`config.mk`:
```
export PLATFORM = sky130hd
export DESIGN_NAME = fc_layer_par
export DESIGN_NICKNAME = d
export VERILOG_FILES = /design/src/rtl/fc_layer_par.sv
export SDC_FILE = /design/constraint.sdc
export NUM_CORES = 2
export LEC_CHECK = 0
export CORE_ASPECT_RATIO = 1.75
export CORE_MARGIN = 3
export CORE_UTILIZATION = 55
export DETAILED_ROUTE_END_ITERATION = 16
export GPL_ROUTABILITY_DRIVEN = 0
export GPL_TIMING_DRIVEN = 0
export PLACE_DENSITY_LB_ADDON = 0.12
export SYNTH_ARGS = -nofsm -noshare
export SYNTH_HDL_FRONTEND = slang
export SYNTH_SLANG_ARGS = --single-unit
```
`constraint.sdc`:
```
create_clock -name clk -period 21.9 [get_ports clk]
set_clock_uncertainty 0.05 [all_clocks]
set_input_delay 2.19 -clock clk [delete_from_list [all_inputs] [get_ports clk]]
set_output_delay 2.19 -clock clk [all_outputs]
set_load 0.01 [all_outputs]
```
`src/rtl/fc_layer_par.sv`:
```
// Multi-lane fully-connected layer: y = post(W*x + b), LANES neurons accumulated per group.
// Streams x/W/b from synchronous memories of latency RD_LAT and writes one neuron per cycle.
module fc_layer_par #(
  parameter int IN_DIM  = 784,
  parameter int OUT_DIM = 32,
  parameter int LANES   = 4,
  parameter int DW      = 8,
  parameter int BW      = 32,
  parameter int ACC_W   = 32,
  parameter int RD_LAT  = 1,
  localparam int G      = OUT_DIM / LANES,
  localparam int XAW    = (IN_DIM > 1) ? $clog2(IN_DIM) : 1,
  localparam int WAW    = (G * IN_DIM > 1) ? $clog2(G * IN_DIM) : 1,
  localparam int GW     = (G > 1) ? $clog2(G) : 1,
  localparam int YAW    = (OUT_DIM > 1) ? $clog2(OUT_DIM) : 1
) (
  input  logic                  clk,
  input  logic                  rst,
  input  logic                  start,
  input  logic                  relu_en,
  input  logic                  round_en,
  input  logic [5:0]            shift_right,
  output logic                  busy,
  output logic                  done,
  output logic [XAW-1:0]        x_addr,
  input  logic [DW-1:0]         x_data,
  output logic [WAW-1:0]        w_addr,
  input  logic [LANES*DW-1:0]   w_data,
  output logic [GW-1:0]         b_addr,
  input  logic [LANES*BW-1:0]   b_data,
  output logic                  y_we,
  output logic [YAW-1:0]        y_addr,
  output logic [DW-1:0]         y_data
);

  localparam int LW = (LANES > 1) ? $clog2(LANES) : 1;
  localparam int CW = $clog2(IN_DIM + RD_LAT + 1);
  localparam int EW = ACC_W + 1;

  localparam logic [CW-1:0] BIAS_LAST = CW'(RD_LAT);
  localparam logic [CW-1:0] MAC_LAST  = CW'(IN_DIM + RD_LAT - 1);
  localparam logic [CW-1:0] ADDR_LAST = CW'(IN_DIM - 1);
  localparam logic [CW-1:0] RDL       = CW'(RD_LAT);
  localparam logic [LW-1:0] LANE_LAST = LW'(LANES - 1);
  localparam logic [GW-1:0] G_LAST    = GW'(G - 1);
  localparam logic signed [EW-1:0] Y_MAX = EW'(2 ** (DW - 1) - 1);
  localparam logic signed [EW-1:0] Y_MIN = -(EW'(2 ** (DW - 1)));

  typedef enum logic [2:0] {S_IDLE, S_BIAS, S_MAC, S_WRITE, S_DONE} state_t;

  state_t state, state_nxt;

  logic [CW-1:0]            cnt;
  logic [LW-1:0]            lane;
  logic [GW-1:0]            g;
  logic                     relu_q, round_q;
  logic [5:0]               shift_q;
  logic signed [ACC_W-1:0]  acc [LANES];
  logic signed [2*DW-1:0]   prod [LANES];

  logic signed [ACC_W-1:0]  acc_sel;
  logic signed [EW-1:0]     ext, rnd, shf;
  logic signed [DW-1:0]     post_y;

  always_ff @(posedge clk) begin
    if (rst) state <= S_IDLE;
    else     state <= state_nxt;
  end

  always_comb begin
    state_nxt = state;
    case (state)
      S_IDLE:  if (start) state_nxt = S_BIAS;
      S_BIAS:  if (cnt == BIAS_LAST) state_nxt = S_MAC;
      S_MAC:   if (cnt == MAC_LAST) state_nxt = S_WRITE;
      S_WRITE: if (lane == LANE_LAST) state_nxt = (g == G_LAST) ? S_DONE : S_BIAS;
      S_DONE:  state_nxt = S_IDLE;
      default: state_nxt = S_IDLE;
    endcase
  end

  always_comb begin
    for (int l = 0; l < LANES; l++)
      prod[l] = $signed(x_data) * $signed(w_data[l*DW +: DW]);
  end

  always_ff @(posedge clk) begin
    if (rst) begin
      cnt     <= '0;
      lane    <= '0;
      g       <= '0;
      relu_q  <= 1'b0;
      round_q <= 1'b0;
      shift_q <= '0;
      x_addr  <= '0;
      w_addr  <= '0;
      b_addr  <= '0;
      for (int l = 0; l < LANES; l++) acc[l] <= '0;
    end else begin
      case (state)
        S_IDLE: begin
          if (start) begin
            relu_q  <= relu_en;
            round_q <= round_en;
            shift_q <= shift_right;
            g       <= '0;
            b_addr  <= '0;
            cnt     <= '0;
          end
        end
        S_BIAS: begin
          if (cnt == BIAS_LAST) begin
            for (int l = 0; l < LANES; l++)
              acc[l] <= ACC_W'($signed(b_data[l*BW +: BW]));
            x_addr <= '0;
            w_addr <= WAW'(g) * WAW'(IN_DIM);
            cnt    <= '0;
          end else begin
            cnt <= cnt + 1'b1;
          end
        end
        S_MAC: begin
          // Data returning now belongs to the address issued RD_LAT cycles ago.
          if (cnt >= RDL) begin
            for (int l = 0; l < LANES; l++)
              acc[l] <= acc[l] + ACC_W'(prod[l]);
          end
          if (cnt < ADDR_LAST) begin
            x_addr <= x_addr + 1'b1;
            w_addr <= w_addr + 1'b1;
          end
          if (cnt == MAC_LAST) begin
            cnt  <= '0;
            lane <= '0;
          end else begin
            cnt <= cnt + 1'b1;
          end
        end
        S_WRITE: begin
          if (lane == LANE_LAST) begin
            lane <= '0;
            if (g != G_LAST) begin
              g      <= g + 1'b1;
              b_addr <= g + 1'b1;
            end
          end else begin
            lane <= lane + 1'b1;
          end
        end
        default: ;
      endcase
    end
  end

  // Post-processing at ACC_W+1 bits so the rounding increment cannot wrap.
  always_comb begin
    acc_sel = acc[lane];
    ext     = EW'(acc_sel);
    rnd     = ext;
    if (round_q && shift_q != 6'd0 && int'(shift_q) <= ACC_W)
      rnd = ext + (EW'(1) <<< (shift_q - 6'd1));
    shf = rnd >>> shift_q;
    // A rounded shift past the accumulator width always lands on zero.
    if (round_q && int'(shift_q) > ACC_W)
      shf = '0;
    if (shf > Y_MAX)      post_y = Y_MAX[DW-1:0];
    else if (shf < Y_MIN) post_y = Y_MIN[DW-1:0];
    else                  post_y = shf[DW-1:0];
    if (relu_q && post_y[DW-1])
      post_y = '0;
  end

  always_comb begin
    busy   = (state != S_IDLE);
    done   = (state == S_DONE);
    y_we   = (state == S_WRITE);
    y_addr = '0;
    y_data = '0;
    if (state == S_WRITE) begin
      y_addr = YAW'(g) * YAW'(LANES) + YAW'(lane);
      y_data = post_y;
    end
  end

endmodule

```
# Word-level counts from Yosys, hierarchy flattened
# Memory sizes are Yosys's and may differ from the RTL's. A register that Yosys moved wholly into a read port is not among the register bits.
# Index checks and enable logic that the tools add are counted.
dict set report classes {
  mul 5
  shift 2
  bitwise_logic 8
  n_lt_le_gt_ge 6
  eq_ne 15
  reduce_logical 17
  mux 50
  n_addsub 12
}
# operator n
set ops {}
lappend ops {{$mux W32} 8}
lappend ops {{$add A32 B16 Y32} 4}
lappend ops {{$mux W33} 2}
lappend ops {{$mul A8 B8 Y16} 4}
lappend ops {{$mux W10} 5}
lappend ops {{$add A32 B33 Y33} 1}
lappend ops {{$gt A33 B8 Y1 const B} 1}
lappend ops {{$lt A33 B8 Y1 const B} 1}
lappend ops {{$sshl A2 B6 Y33 const A} 1}
lappend ops {{$sshr A33 B6 Y33} 1}
lappend ops {{$mux W8} 4}
lappend ops {{$pmux W10 S3} 1}
lappend ops {{$mux W13} 2}
lappend ops {{$pmux W13 S2} 1}
lappend ops {{$mux W3} 8}
lappend ops {{$add A10 B1 Y10 const B} 2}
lappend ops {{$pmux W10 S2} 1}
lappend ops {{$add A13 B1 Y13 const B} 1}
lappend ops {{$pmux W3 S4} 1}
lappend ops {{$eq A10 B1 Y1 const B} 1}
lappend ops {{$eq A10 B10 Y1 const B} 1}
lappend ops {{$ge A10 B1 Y1 const B} 1}
lappend ops {{$lt A10 B10 Y1 const B} 1}
lappend ops {{$mux W1} 10}
lappend ops {{27 further kinds} 52}
dict set report word_totals {
  output_inout_bits 42
  input_bits 179
  regBits 49
  mem_count 1
  mem_bits_rw 128
  elab_cells 125
}
# memory words width read_ports rd_clocked_by_memory_dff write_ports line
set mem_list {}
lappend mem_list {acc 4 32 5 1 4 58} ;# logic signed [ACC_W-1:0] acc [LANES];

# Longest topological paths before layout
dict set report logic_depth {
  ltp_word 12
  mapped_depth 28
  depth_no_buf 27
}

# Least setup slack after synthesis
# No wires, ideal clock.
dict set report synth_timing {
  kind {input -> register}
  startpoint {input x_data[7]}
  endpoint {memory acc[2][31] (data pin)}
  setup_ps 267
  arrival_time_ps 8906
  path_buffers 1
  required_ps 21583
  path_slack_ps 12677
  path_stages 21
  cell_sequence {clkbuf_1 nand2_1 inv_1 fa_1 fa_1 fa_1 fa_1 fa_1 ha_1 a2111oi_0 nor3_1 a211oi_1 o31ai_1 o41ai_1 o21ai_0 or4_1 and3_1 a2111o_1 a31oi_1 xnor2_1 o21ai_0}
}
# item line
set synth_rtl {}
lappend synth_rtl {{start, declared} 26} ;# input logic [DW-1:0] x_data,
lappend synth_rtl {{end, declared} 58}

# Worst setup path in the final report
dict set report layout_timing {
  startpoint {register shift_q[1]}
  endpoint {output y_data[6]}
}
dict set report layout_via {
  elab_chain_len 12
  elab_cells_between_ends 19
  classes_between {2 x add/sub; 4 x order compare; 2 x shift; 6 x mux; 5 x reduce/logical}
}
# item line
set layout_lines {}
lappend layout_lines {{start, declared} 57} ;# logic [5:0] shift_q;
lappend layout_lines {{start signal, assigned} 105} ;# shift_q <= shift_right;
lappend layout_lines {{$sub A6 B1 Y6 / $reduce_bool A6 Y1 (equally long branches)} {161, 160}}
lappend layout_lines {{$sshl A2 B6 Y33 / $logic_and A1 B1 Y1 (equally long branches)} {161, 160}}
lappend layout_lines {{$add A32 B33 Y33 / $logic_and A1 B1 Y1 (equally long branches)} {161, 160}}
lappend layout_lines {{$mux W33} 160} ;# if (round_q && shift_q != 6'd0 && int'(shift_q) <= ACC_W)
lappend layout_lines {{$sshr A33 B6 Y33} 162} ;# shf = rnd >>> shift_q;
lappend layout_lines {{$mux W33 *} 164} ;# if (round_q && int'(shift_q) > ACC_W)
lappend layout_lines {{$lt A33 B8 Y1} 167} ;# else if (shf < Y_MIN) post_y = Y_MIN[DW-1:0];
lappend layout_lines {{$mux W8} 167}
lappend layout_lines {{$mux W8 *} 166} ;# if (shf > Y_MAX) post_y = Y_MAX[DW-1:0];
lappend layout_lines {{$logic_and A1 B1 Y1} 169} ;# if (relu_q && post_y[DW-1])
lappend layout_lines {{$mux W8 *} 169}
lappend layout_lines {{$mux W8 *} 179} ;# if (state == S_WRITE) begin
lappend layout_lines {{end, declared} 33} ;# output logic [DW-1:0] y_data
# Mark *: on every way between the ends. The rest lies on a longest branch, timed or not.

==> metrics <==
status=complete, but fails checks; failing checks=max-capacitance violations; multiplexer share of the synthesized area=0.0401; crit path from=shift_q[1]$_SDFFE_PP0P_; area leader, netlist=fa_1; Vias/cell=6.08; Synth Area in Compound Gates=0.130; nets=5331; first-pass GRT wire length=188000 um; wire length on met1=41100 um; final WL=123000 um; Syn Area/Cell=9.00 um^2; Final Cycle Share=0.597; simple-gate share of the synthesized area=0.154; Post-CTS Hold Fix Bufs=0; crit path to=y_data[6]; max-cap viol count=1; Req. time, crit path=19.66 ns; total core area=65500 um^2; initial core utilization=0.556; Rows=124; Yosys top cell area share=0.300; Reg2Reg Launch Point=acc[3][6]$_DFFE_PP_; Slew Viols, Final=0; CTS tree=built; max layer used=met5; fillcell total=5915; Critical Path Start Type=register; RSZ-0062 raised after global routing=false; CP cell instances=clkbuf_1, clkbuf_1, clkbuf_1, buf_1, nand2_1, nor3_1, ha_1, o21ai_0, o21ai_1, nand4_1, a2111oi_2, nor4b_1, a2111oi_0, a221oi_1, a21oi_1, mux2i_1, a2111oi_0, nand4_1, o41ai_1, a21o_2, a21bo_1, clkdlybuf4s50_1; highest clock rate=76.5 MHz; Clk pin slew, worst setup/hold paths=0.09 ns; Critical Path AT=10.83 ns; area delta synth->final=11.1%; largest net degree at the start of global routing=32; initial antenna violation count=11; Max rail drop VDD=0.159 mV; synth top area cells=fa_1 30%, ha_1 11%, edfxtp_1 11%, inv_1 7.8%, nand2_1 4.0%; Post-Syn Nets=5094; CP max FO=10; Storage cell area=4860 um^2; PwrDens=157 nW/um^2; Met3 Wirelength=10200 um; FF-to-FF path depth=21; Pre-antenna DRT Iters=7; clock sinks=179; final hold slack=0.459 ns; gr ovfl total=0; cell mode on critical path=clkbuf_1; EDFF count, synth=128; flop and latch count out of synthesis=179; Critical Path Sink Type=primary output; proportion of layout cells with a drive suffix above 1=0.0403; Crit-path slowest cell=a2111oi_2; Num CTS Buffers=17; Clk Latency, worst-skew pair=0.53 ns; worst-margin pin slew=1.46 ns; H-tree depth=4; setup tns final=0 ns; root buffer cell=clkbuf_16; area of the multi-input gates=28000 um^2; met2 routed WL=61100 um; die width=201 um; DR iter-0 viols=2569; ys async rst share=0; Crit Path Class=reg -> out; slew margin rel.=0.0149; synth unique cells=104; Tmin final=13.07 ns; delay of the slowest critical-path stage=1.12 ns; Die Ht=346 um; Crit path max-delay family=compound AO/OA/AOI/OAI gates; DRC Markers=0; HPWL after DPL=100000 um; xor and xnor area share after synthesis=0.0346; main combinational cell family by area after synthesis=adder cells; Bufs on Longest Clock Path=2; Post-Syn Area=36400 um^2; boundary pin count=221; number of cells on the critical path=22; R2R Setup Slk=14.29 ns; Seq/Total Area, Yosys=0.134; via count=31500; GRT Total Usage=0.359; fraction of the mapped netlist area in adder cells=0.410; Buf+Inv Stages, Crit Path=5; Setup Buffers After CTS=0; HP Class=reg -> reg; Routed Antenna Nets=0; Final Hold Fails=0; synth warn=0; # setup viols final=0; vias in the first global route=33300; hold_sp=relu_q$_SDFFE_PP0P_; Static Leakage=18.9 nW; post-cts gate resize count=0; Power, Total=0.00634 W; die area=69500 um^2; Syn Inst Count=4047; r2r endpoint=acc[3][31]$_DFFE_PP_; DR WL/cell=23.8 um; number of port buffers=211; main flop type after synthesis=edfxtp_1
[cell families (layout without fill, tap and decap cells)]
group / Yosys count / in the layout
adder cells (fa/ha/maj): 868 / 868
flip-flops: 179 / 179
multiplexers: 93 / 93
other: 0 / 6
buffers and inverters: 915 / 1165
AO/OA/AOI/OAI: 708 / 708
AND/OR/NAND/NOR: 1140 / 1140
XOR/XNOR: 144 / 144
[layer usage]
metal | GRT usage | vias up
met1 | 0.384 | 15500
met2 | 0.618 | 1515
met5 | 0 | -
met3 | 0.0872 | 571
met4 | 0.261 | 4
li1 | - | 13900
[final cells by class]
cell class,count,area share
antenna,6,0.000371
buffer,158,0.0180
clock buffer,17,0.0105
clock inverter,15,0.00523
inverter,757,0.0702
multi-input combinational,2953,0.692
sequential,179,0.120
tap,882,0.0273
timing repair buffer,218,0.0558
[synthesized netlist by cell type (all sizes together) (9+ instances only)]
master and instances:
fa 545, o21a 22, nor2b 15, nor2 198
a21oi 136, clkbuf 131, dfxtp 51, a22oi 10
nand2b 58, o21ai 209, and3 40, a2111oi 10
xor2 66, nor3 76, or2 15, a22o 40
a21o 44, buf 27, nor4 29, nand3 80
xnor2 78, or4 14, inv 755, o31a 11
o31ai 26, a211oi 33, mux2i 42, nand2 392
mux2 10, ha 323, edfxtp 128, o21bai 10
and2 128, o211ai 19, or3 32, a31oi 25
a31o 9, nand4 33, mux4 41
[tightest hold or removal path: cells and delay by family (launching register included)]
family             cells  cell delay, ns
and+or+nand+nor        1            0.06
AOI/OAI and AO/OA      1            0.05
DFF                    1            0.35
[power by group]
| part | internal, W | switching (W) | leakage [nW] |
|---|---|---|---|
| registers | 0.000432 | 0.0000515 | 1.74 |
| logic | 0.00231 | 0.00318 | 16.9 |
| clock network | 0.000161 | 0.000204 | 0.308 |
[how the worst min path moves through the flow]
stage	endpoint	slack (ns)	cells past startpoint
final	relu_q$_SDFFE_PP0P_	0.46	2
after global placement	x_addr[6]$_SDFFE_PP0P_	0.44	2
after CTS	relu_q$_SDFFE_PP0P_	0.46	2
after detailed placement	relu_q$_SDFFE_PP0P_	0.44	2
after floorplan	relu_q$_SDFFE_PP0P_	0.39	2
after global routing	w_addr[12]$_SDFFE_PP0P_	0.49	2
[state kept, by name, summed over array words and instances (netlist names), named ones only]
register,count
lane,2
shift_q,6
w_addr,13
g,3
cnt,10
round_q,1
state,3
x_addr,10
relu_q,1
acc,128
[metrics by stage]
| step | instance area [um^2] | setup WS [ns] | cells | util |
|---|---|---|---|---|
| global placement | 39600 | 10.03 | 5140 | 0.605 |
| CTS | 40400 | 10.23 | 5179 | 0.618 |
| global route | 40500 | 8.66 | 5180 | 0.618 |
| floorplan | 36400 | 12.68 | 4047 | - |
| detailed placement | 39800 | 10.49 | 5147 | 0.608 |
| finish | 40500 | 8.83 | 5185 | 0.618 |
[cell usage in the layout (no fill, tap or decap), types with 15 or more instances in the layout]
master	n
a211oi_1	33
a21oi_1	135
nor2b_1	15
mux4_2	40
nor2_1	196
o211ai_1	19
nand4_1	33
dfxtp_1	51
o31ai_1	26
and3_1	39
xnor2_1	78
a31oi_1	25
fa_1	544
and2_1	127
mux2i_1	42
edfxtp_1	128
clkdlybuf4s50_1	211
clkbuf_16	17
nor4_1	29
nand2_1	388
ha_1	323
nor3_1	76
a21o_1	40
a22o_1	40
o21a_1	21
xor2_1	66
inv_1	753
o21ai_1	15
o21ai_0	192
or3_1	30
clkbuf_1	124
nand3_1	80
nand2b_1	54
Note: power is estimated with default switching activity, not from simulation.
